**config.mk**
```make
export PLATFORM = sky130hd
export DESIGN_NAME = serial_subtractor
export DESIGN_NICKNAME = d
export VERILOG_FILES = /design/src/rtl/serial_subtractor_pkg.sv /design/src/rtl/full_subtractor.sv /design/src/rtl/serial_subtractor.sv
export SDC_FILE = /design/constraint.sdc
export NUM_CORES = 1
export LEC_CHECK = 0
export BUFFER_PORTS_ARGS = -buffer_cell sky130_fd_sc_hd__buf_4
export CAP_MARGIN = 20
export CELL_PAD_IN_SITES_DETAIL_PLACEMENT = 1
export CELL_PAD_IN_SITES_GLOBAL_PLACEMENT = 2
export CORE_MARGIN = 1.5
export CORE_UTILIZATION = 33
export DETAILED_ROUTE_END_ITERATION = 16
export PLACE_DENSITY_LB_ADDON = 0.1
export RECOVER_POWER = 100
export SETUP_SLACK_MARGIN = 0.4
export SLEW_MARGIN = 5
export SYNTH_ARGS = -nofsm -noshare
export SYNTH_HDL_FRONTEND = slang
export SYNTH_SLANG_ARGS = --single-unit
```
**constraint.sdc**
```tcl
create_clock -name clk -period 3.5 [get_ports clk]
set_clock_uncertainty 0.2 [all_clocks]
set_input_delay 0.7 -clock clk [delete_from_list [all_inputs] [get_ports clk]]
set_output_delay 0.7 -clock clk [all_outputs]
set_load 0.01 [all_outputs]
```
**src/rtl/serial_subtractor_pkg.sv**
```systemverilog
// ----------------------------------------------------------------------------
// serial_sub_pkg
//   Shared definitions for the bit-serial subtractor.
//   - state_t : 2-bit FSM state type, with IDLE / RUN / DONE constants.
//   - cnt_width() : bit-counter width for a given operand width.
// ----------------------------------------------------------------------------
package serial_sub_pkg;

    typedef logic [1:0] state_t;

    localparam state_t IDLE = 2'd0;
    localparam state_t RUN  = 2'd1;
    localparam state_t DONE = 2'd2;

    // Counter must index bits 0..w-1. Keep at least one bit so the
    // counter vector is never zero-width.
    function automatic int unsigned cnt_width(input int unsigned w);
        return (w < 2) ? 1 : $clog2(w);
    endfunction

endpackage

```
**src/rtl/full_subtractor.sv**
```systemverilog
// ----------------------------------------------------------------------------
// full_subtractor
//   Single-bit full subtractor cell: computes a - b - bin.
//   Ports:
//     a, b  : operand bits
//     bin   : borrow in
//     d     : difference bit
//     bout  : borrow out (set when a < b + bin)
// ----------------------------------------------------------------------------
module full_subtractor (
    input  logic a,
    input  logic b,
    input  logic bin,
    output logic d,
    output logic bout
);

    assign d    = a ^ b ^ bin;
    assign bout = (~a & b) | (~(a ^ b) & bin);

endmodule

```
**src/rtl/serial_subtractor.sv**
```systemverilog
// ----------------------------------------------------------------------------
// serial_subtractor
//   Bit-serial WIDTH-bit subtractor, diff = a - b - bin (modulo 2^WIDTH).
//   One bit per clock, LSB first, through a single full_subtractor cell.
//   A start/ready/done handshake frames each operation; an operation takes
//   WIDTH RUN cycles plus one DONE cycle, and one op is accepted every
//   WIDTH+2 cycles when start is held high.
//
//   Ports:
//     clk    : rising-edge clock
//     rst    : synchronous active-high reset
//     start  : request, accepted only while ready=1
//     a, b   : minuend / subtrahend, sampled on the accept edge
//     bin    : borrow in, sampled on the accept edge
//     ready  : high in IDLE
//     busy   : high in RUN
//     done   : one-cycle pulse, result outputs valid
//     diff   : difference, held until the next completed operation
//     bout   : unsigned borrow out (a < b + bin)
//     ovf    : two's-complement overflow
//
//   Optional (macro SERIAL_SUBTRACTOR_CMP_EN):
//     a_lt_b : registered copy of bout
//     zero   : registered (diff == 0)
// ----------------------------------------------------------------------------
module serial_subtractor
    import serial_sub_pkg::*;
#(
    parameter int unsigned WIDTH = 4
) (
    input  logic             clk,
    input  logic             rst,
    input  logic             start,
    input  logic [WIDTH-1:0] a,
    input  logic [WIDTH-1:0] b,
    input  logic             bin,
    output logic             ready,
    output logic             busy,
    output logic             done,
    output logic [WIDTH-1:0] diff,
    output logic             bout,
    output logic             ovf
`ifdef SERIAL_SUBTRACTOR_CMP_EN
    ,
    output logic             a_lt_b,
    output logic             zero
`endif
);

    localparam int unsigned     CW   = cnt_width(WIDTH);
    localparam logic [CW-1:0]   LAST = CW'(WIDTH - 1);

    state_t           state;
    logic [WIDTH-1:0] a_sh;
    logic [WIDTH-1:0] b_sh;
    logic [WIDTH-1:0] res;
    logic             borrow;
    logic [CW-1:0]    cnt;

    logic             d;
    logic             borrow_nxt;
    logic             last_bit;
    logic [WIDTH-1:0] res_nxt;

    full_subtractor u_cell (
        .a    (a_sh[0]),
        .b    (b_sh[0]),
        .bin  (borrow),
        .d    (d),
        .bout (borrow_nxt)
    );

    assign last_bit = (cnt == LAST);
    // Result fills from the top so that after WIDTH shifts bit 0 sits at LSB.
    assign res_nxt  = {d, res[WIDTH-1:1]};

    assign ready = (state == IDLE);
    assign busy  = (state == RUN);
    assign done  = (state == DONE);

    // NOTE: all state below is updated with non-blocking assignments so every
    // register samples the pre-edge values, matching real flip-flop behaviour.
    always_ff @(posedge clk) begin
        if (rst) begin
            state  <= IDLE;
            a_sh   <= '0;
            b_sh   <= '0;
            res    <= '0;
            borrow <= 1'b0;
            cnt    <= '0;
            diff   <= '0;
            bout   <= 1'b0;
            ovf    <= 1'b0;
`ifdef SERIAL_SUBTRACTOR_CMP_EN
            a_lt_b <= 1'b0;
            zero   <= 1'b0;
`endif
        end else begin
            case (state)
                IDLE: begin
                    if (start) begin
                        state  <= RUN;
                        a_sh   <= a;
                        b_sh   <= b;
                        borrow <= bin;
                        cnt    <= '0;
                    end
                end

                RUN: begin
                    a_sh   <= a_sh >> 1;
                    b_sh   <= b_sh >> 1;
                    res    <= res_nxt;
                    borrow <= borrow_nxt;
                    cnt    <= cnt + CW'(1);
                    if (last_bit) begin
                        // Publish on the MSB edge so outputs are valid for the
                        // whole DONE cycle. Overflow is the borrow disagreement
                        // across the sign bit.
                        state <= DONE;
                        diff  <= res_nxt;
                        bout  <= borrow_nxt;
                        ovf   <= borrow ^ borrow_nxt;
`ifdef SERIAL_SUBTRACTOR_CMP_EN
                        a_lt_b <= borrow_nxt;
                        zero   <= (res_nxt == '0);
`else
                        // Compare flags not built in this configuration.
`endif
                    end
                end

                DONE: begin
                    state <= IDLE;
                end

                default: begin
                    state <= IDLE;
                end
            endcase
        end
    end

endmodule

```
; ---- Word-level counts from Yosys, hierarchy flattened
; Index checks and enable logic that the tools add are counted.
[totals]
register_bits = 23
out_inout_bits = 9
[op_classes]
add_sub_neg = 1
n_eq_ne = 5
muxes = 11
bitwise = 8
reduce_logical = 5
[ops]
columns = op, n
row1 = $pmux W4 S2, 2
row2 = $mux W4, 2
row3 = $pmux W2 S2, 2
row4 = $mux W2, 3
row5 = $reduce_and A2 Y1, 3
row6 = $eq A2 B2 Y1 const B, 2
row7 = $xor A1 B1 Y1, 3
row8 = $add A2 B1 Y2 const B, 1
row9 = $and A1 B1 Y1, 2
row10 = $eq A2 B1 Y1 const B, 1
row11 = $logic_not A2 Y1, 1
row12 = $ne A2 B1 Y1 const B, 1
row13 = $ne A2 B2 Y1 const B, 1
row14 = $not A1 Y1, 2
row15 = $pmux W1 S2, 1
row16 = $reduce_bool A2 Y1, 1
row17 = $mux W1, 1
row18 = $or A1 B1 Y1, 1

; ---- Longest topological paths before layout
; Gate-level depths: netlist of run 1.
[logic_depth]
depth_word = 5
depth_mapped = 5
ltp_nobuf = 5

; ---- Hierarchy
; From an unflattened synthesis of run 1, not the netlist that was laid out.
[unflattened]
cells_unflattened = 108
hier_area_um2 = 958.4
[by_module_without_submodules]
columns = mod, n_inst, cells_each, area_each_um2, seq_area_each_um2
row1 = serial_subtractor, 1, 104, 927.1, 440.4
row2 = full_subtractor, 1, 4, 31.3, 0.0

; ---- Least setup slack after synthesis of run 1
; Ideal clock, no wire load.
[synth_path]
kind = register to output
startpoint = register state[0]
endpoint = output port busy
t_arrival_ns = 0.768
t_required_ns = 2.600
setup_slack_ns = 1.832
path_stages_with_launch = 4
path_cell_list = dfxtp_1 > nor2b_1 > buf_6 > buf_6
[synth_via]
elab_chain_len = 1
[synth_lines]
columns = element, line
row1 = from (decl), serial_subtractor.sv:53  ; state_t state;
row2 = from (signal assigned), serial_subtractor.sv:85  ; state <= IDLE;
row3 = from (signal assigned), serial_subtractor.sv:102  ; state <= RUN;
row4 = from (signal assigned), serial_subtractor.sv:120  ; state <= DONE;
row5 = $eq A2 B1 Y1, serial_subtractor.sv:78  ; assign busy = (state == RUN);
row6 = to (decl), serial_subtractor.sv:38  ; output logic busy,
; No other way between the ends.

; ---- Worst setup path in the final report of run 1
; Ends and elaborated chain as after synthesis.

==> impl_results.md, run 1 <==
- Outcome: complete, no violations
- Simple-gate area share of the yosys netlist: 14.2%
- F_max: 352 MHz
- WHS: between 0.2 and 0.3 ns
- Clock sinks: 22
- Clk buf depth: 2
- Clock latency on the worst-skew pair: 0.30 ns
- # rows: 19
- Met3 routed WL: 75 µm
- Synth Instances: 97
- # DRC: 0
- Core area: around 0.0027 mm²
- CTS tree: built
- RSZ-0062 raised after global routing: no
- CP dominant cell by count: clkbuf_1
- Post-synth top flop: dfxtp_1
- Period utilization: around four fifths
- Final std cell area, no fill: between 0.001 and 0.0015 mm²
- Xor and xnor area share after synthesis: less than 1%
- Most frequent cells in the layout: dfxtp_1, nor2_1, buf_4
- Top sig layer: met4
- Number of synthesized flops with an enable pin: 0
- Final HPWL DP: about 1400 µm
- Worst Path Arrival: a little under 2 ns
- Final nets: between 100 and 150
- Register clock-pin slew on the reported worst setup and hold paths: ~0.12 ns
- Met1 wire length: about 900 µm
- Finished Layout Cells: about 150
- Final setup vio count: 0
- Fraction of synthesized area in multiplexers: a little over a tenth
- Crit-path slowest cell: dfxtp_1
- Placed Cells: roughly 140
- ANT cells: 0
- Global-route wire length before repair: between 3000 and 4000 µm
- Slowest cell delay on critical path: approximately 0.73 ns
- Slew Limit Fails: 0
- Setup TNS: 0 ns
- YS warnings: 0
- Max_slew headroom: around 59%
- Total grt overflow: 0
- Pleak: ~0.00042 µW
- Clock Tree Root: clkbuf_4
- Met2 wire len: 910 µm
- Post-synthesis adder-cell area fraction: approximately 3.5%
- Htree depth: 1
- Die ar.: 0.00317 mm²
- P per Cell Area: roughly 440 mW/mm²
- DP Area: about 0.0011 mm²
- Tightest Pin Transition: a little over 0.6 ns
- Hold Violations, Final: 0
- Reg2reg start: state[0]$_SDFFE_PP0P_
- Flop2flop setup slack: ~1.4 ns
- Tot GR Track Use: between 10% and 20%
- Post-Route WL: approximately 1900 µm
- CP bufs+invs: 2
- Hold path startpoint: diff[0]$_SDFFE_PP0P_
- Number of CTS-inserted buffers: 3
- # Max-Cap Violations: 0
- Effective utilization at floorplan: about a third
- Critical path's top delay family: flip-flops
- Port buffer count: 20
- Pre-Repair DR Iteration Count: 4
- Hold-critical path depth: 2
- Io pins: 21
- Hold Crit Endpoint: diff[0]$_SDFFE_PP0P_
- Startpoint Class: flip-flop
- Drt wl/cell: 13.1 µm
- Crit path max fanout: 14
- Synth-to-layout area growth: 15.2%
- Postcts setup bufs: 0
- Async S/R FF share, synth: 0%
- Routed Antenna Nets: 0
- Die height: around 56 µm
- WS Path Type: flip-flop to output pin
- Sequential-to-total area share from yosys stat: between 40% and 50%
- CTS Hold Bufs: 0
- Drt via density: approximately 5
- Layout cells sized above 1: ~15%
- # resized after CTS: 0
- WP data required: between 2 and 3 ns
- Max VDD drop: ~0.00024 V
- Iter 0 DRT Violations: 14
- Antenna violations before repair: 0
- Crit end category: output pin
- DIE WIDTH: about 56 µm
- Gpl congestion: 0.661
- Largest net degree at the start of global routing: 23
- Tmin final: about 2.8 ns
- Count of different cell masters after synthesis: 26
- Largest family of logic cells by synthesized area: compound AO/OA/AOI/OAI gates
- Synth Cell Area: about 940 µm²
- Synthesized Nets: roughly 110
- Compound-Gate Fraction of Synth Area: around 17%
- Commonest non-fill, non-tap cell in the layout: dfxtp_1
- Avg Cell Area, Syn: just under 10 µm²
- Vias in the first global route: 776
- Type of the tightest min-delay check: flip-flop to flip-flop
- Yosys reg bits: 22
- FF-to-FF End: bout$_SDFFE_PP0P_
- Sequence of cells on the critical path: nor2b_1, clkbuf_1, clkbuf_1
- Vias: ~730
- Worst r2r path cells: 4
-- where the power goes --
part / total (µW) / internal [µW] / switching, µW
clock: 141 / 63.5 / 77.4
sequential: 275 / 263 / 11.7
combinational: 63.1 / 31.1 / 31.9
-- through the flow --
stage	power [µW]	worst slack [ns]	utilization (%)
4_1_cts	490	0.978	40.9
2_1_floorplan	328	1.83	-
3_3_place_gp	345	1.37	39.5
6_report	479	0.659	39.5
3_5_place_dp	348	1.34	39.5
5_1_grt	507	0.463	39.5
-- kinds of logic (layout without fill, tap and decap cells) --
family	count (synthesis)	in the layout
AND/OR/NAND/NOR	30	30
flip-flops	22	22
AO/OA/AOI/OAI	21	21
buffers and inverters	11	29
multiplexers	10	10
adder cells (fa/ha/maj)	2	2
XOR/XNOR	1	1
-- sequential cells by signal (all words and copies together) (netlist names) --
register	count
a_sh	4
b_sh	4
diff	4
res	3
cnt	2
state	2
borrow	1
bout	1
ovf	1
-- routing by layer --
layer	vias up	global-route usage, %
met2	14	22.9
met4	0	4.08
met1	342	17.3
li1	374	-
met5	-	0
met3	4	2.30
-- worst register-to-register path: cells and delay by family (launching register included) --
family | cells | cell delay [ns]
flops | 1 | 0.73
buf+inv | 1 | 0.49
compound gates | 2 | 0.39
simple gates | 1 | 0.20
-- area by class of cell --
| type | instances | area (µm²) |
|---|---|---|
| well taps | 31 | 38.8 |
| clock buffers | 4 | 36.3 |
| repair buffers | 21 | 120 |
| flip-flops and latches | 22 | 440 |
| multi-input cells | 64 | 429 |
| inverters | 4 | 15.0 |
| fillers | 334 | 1650 |
-- synthesized netlist by cell type (all sizes together) (2+ instances only) --
| cell | number | area, µm² |
|---|---|---|
| nor2b | 2 | 12.5 |
| a211oi | 7 | 57.6 |
| inv | 4 | 15.0 |
| nand2 | 5 | 18.8 |
| a21oi | 7 | 38.8 |
| nor2 | 15 | 56.3 |
| nand3 | 5 | 25.0 |
| mux2i | 10 | 100 |
| buf | 5 | 45.0 |
| a22oi | 3 | 22.5 |
| dfxtp | 22 | 440 |
| clkbuf | 2 | 7.51 |
-- how the worst max path moves through the flow --
stage                                startpoint    to  slack (ns)  depth (start not counted)
final                     state[0]$_SDFFE_PP0P_  busy        0.66                          3
after global routing      state[0]$_SDFFE_PP0P_  busy        0.46                          3
after CTS                 state[0]$_SDFFE_PP0P_  busy        0.98                          3
after detailed placement  state[0]$_SDFFE_PP0P_  busy        1.34                          3
after global placement    state[0]$_SDFFE_PP0P_  busy        1.37                          3
after floorplan           state[0]$_SDFFE_PP0P_  busy        1.83                          3
Power figures use the tool's default switching activity.
==> inputs of run 2 (changes only) <==
- CORE_UTILIZATION: 33 -> 28
- clock period: 3.5 -> 2.5 ns (I/O delays scaled with it)
==> run 2 against run 1 <==
- sequential cell count stayed put
- utilization is 3.9 points lower
- die area grew 17%
- critical path type unchanged
- critical endpoint unchanged
==> impl_results.md, run 2 (synthesized netlist as in run 1, its figures left out) <==
- Switching power: 170 µW (+41%)
- WS Path Type: flip-flop to output pin
- Clock sinks: 22 (unchanged)
- Vias: 749 (+2.0%)
- Pleak: 0.000423 µW (+1.7%)
- Core area: 0.00313 mm² (+14%)
- CTS tree: built
- Clock share of power: 36.5% (+7.1 points)
- Post-layout util: 35.6% (-3.9 points)
- Antenna violations before repair: 0 (unchanged)
- WHS: 0.233 ns (-0.0302 ns)
- Hold Violations, Final: 0 (unchanged)
- Crit path max fanout: 14 (unchanged)
- Register clock-pin slew on the reported worst setup and hold paths: 0.13 ns (about the same)
- P per Cell Area: 669 mW/mm² (+51%)
- Type of the tightest min-delay check: primary input to flip-flop
- Setup TNS: 0 ns (unchanged)
- Htree depth: 1 (unchanged)
- Gpl congestion: 0.640 (-3.1%)
- Logic gate share of total power: 11.8% (-1.4 points)
- Synth-to-layout area growth: 18.8%
- Tot GR Track Use: 12.1% (-1.3 points)
- Number of CTS-inserted buffers: 3 (unchanged)
- Clock Tree Root: clkbuf_4
- Final HPWL DP: 1410 µm (-2.0%)
- Sequential power share: 51.7% (-5.7 points)
- Tightest Pin Transition: 0.589 ns (-0.0303 ns)
- Routed Antenna Nets: 0 (unchanged)
- DP Area: 0.00110 mm² (+1.5%)
- Effective utilization at floorplan: 30.0% (-4.3 points)
- # rows: 20 (+1)
- Final setup vio count: 0 (unchanged)
- Most frequent cells in the layout: dfxtp_1, nor2_1, buf_4
- Period utilization: 80.1%
- Tmin final: between 2 and 2.5 ns
- F_max: approximately 500 MHz
- DIE WIDTH: 60.9 µm (+8.1%)
- Global-route wire length before repair: 3270 µm (-3.9%)
- Slew Limit Fails: 0 (unchanged)
- Die ar.: 0.00370 mm² (+17%)
- RSZ-0062 raised after global routing: no
- # DRC: 0 (unchanged)
- Filler cells: 369 (+10%)
- Regs by FF count: a_sh (4), b_sh (4), diff (4)
- Clk buf depth: 2 (unchanged)
- Die height: 60.9 µm (+8.1%)
- Outcome: complete, no violations
- CTS Hold Bufs: 0 (unchanged)
- Max_slew headroom: 60.7% (+2.0 points)
- Max VDD drop: 0.000294 V (+25%)
- Clock latency on the worst-skew pair: 0.31 ns (about the same)
- ANT cells: 0 (unchanged)
- Port buffer count: 20 (unchanged)
- Worst Path Arrival: 1.30 ns (-0.64 ns)
- Flop2flop setup slack: 0.51 ns (-0.90 ns)
- Iter 0 DRT Violations: 16 (+2)
- Postcts setup bufs: 0 (unchanged)
- Post-Route WL: 1930 µm (+1.2%)
- Layout cells sized above 1: 15.7% (+0.87 points)
- Final nets: 130 (unchanged)
- Drt wl/cell: 12.1 µm (-7.1%)
- Largest net degree at the start of global routing: 23 (unchanged)
- WP data required: 1.80 ns (-0.80 ns)
- Internal: 574 µW (+60%)
- Switching Fraction: 22.9% (-2.4 points)
- Total grt overflow: 0 (unchanged)
- # resized after CTS: 1 (+1)
- Commonest non-fill, non-tap cell in the layout: dfxtp_1
- Final std cell area, no fill: 0.00111 mm² (+3.1%)
- Startpoint Class: flip-flop
- Io pins: 21 (unchanged)
- Drt via density: 4.71 (-6.3%)
- Pre-Repair DR Iteration Count: 4 (unchanged)
- # Max-Cap Violations: 0 (unchanged)
- Crit end category: output pin
- Vias in the first global route: 733 (-5.5%)
-- run 2: cell types whose count changed in the layout (fill, tap and decap cells not counted), sizes merged --
cell | previous run | this run
clkbuf | 14 | 13
bufinv | 0 | 1
-- run 2: final timing paths --
check,cells past startpoint,start,endpoint
min reg2reg,2,ovf$_SDFFE_PP0P_,ovf$_SDFFE_PP0P_
max reg2reg,4,state[0]$_SDFFE_PP0P_,bout$_SDFFE_PP0P_
max,2,state[0]$_SDFFE_PP0P_,busy
min,3,a[3],a_sh[3]$_SDFFE_PP0P_
-- run 2: final cells by class --
class                           count  area (µm²)  share of cell area [%]
Multi-Input combinational cell     64         429                    38.5
Sequential cell                    22         442                    39.7
Clock buffer                        3        22.5                    2.02
Clock inverter                      1        30.0                    2.70
Inverter                            4        15.0                    1.35
Tap cell                           44        55.1                    4.94
Timing Repair Buffer               21         120                    10.8
-- run 2: metal layers --
metal / global-route usage [%] / vias up / routed length, µm
li1: - / 374 / -
met1: 15.7 / 350 / 964
met2: 19.0 / 23 / 822
met3: 4.48 / 2 / 128
met4: 2.80 / 0 / 15
met5: 0 / - / 0
-- run 2: power groups by stage --
stage | sequential [µW] | clock (µW) | combinational [µW]
3_5_place_dp | 393 | 0 | 93.5
4_1_cts | 385 | 283 | 93.6
6_report | 385 | 272 | 87.6
5_1_grt | 388 | 300 | 100
2_1_floorplan | 385 | 0 | 73.3
3_3_place_gp | 392 | 0 | 91.7
-- run 2: worst max-delay path, cell delays in order, from the launching register on --
cell and delay, ns:
dfxtp_2 0.56, nor2b_1 0.25, clkbuf_1 0.18
-- run 2: stage by stage --
stage	total power [µW]	std cells	setup slack, ns
after floorplan	459	97	1.00
after global placement	484	155	0.677
after detailed placement	486	155	0.641
after CTS	762	159	0.482
after global routing	789	159	0.353
final	745	159	0.497
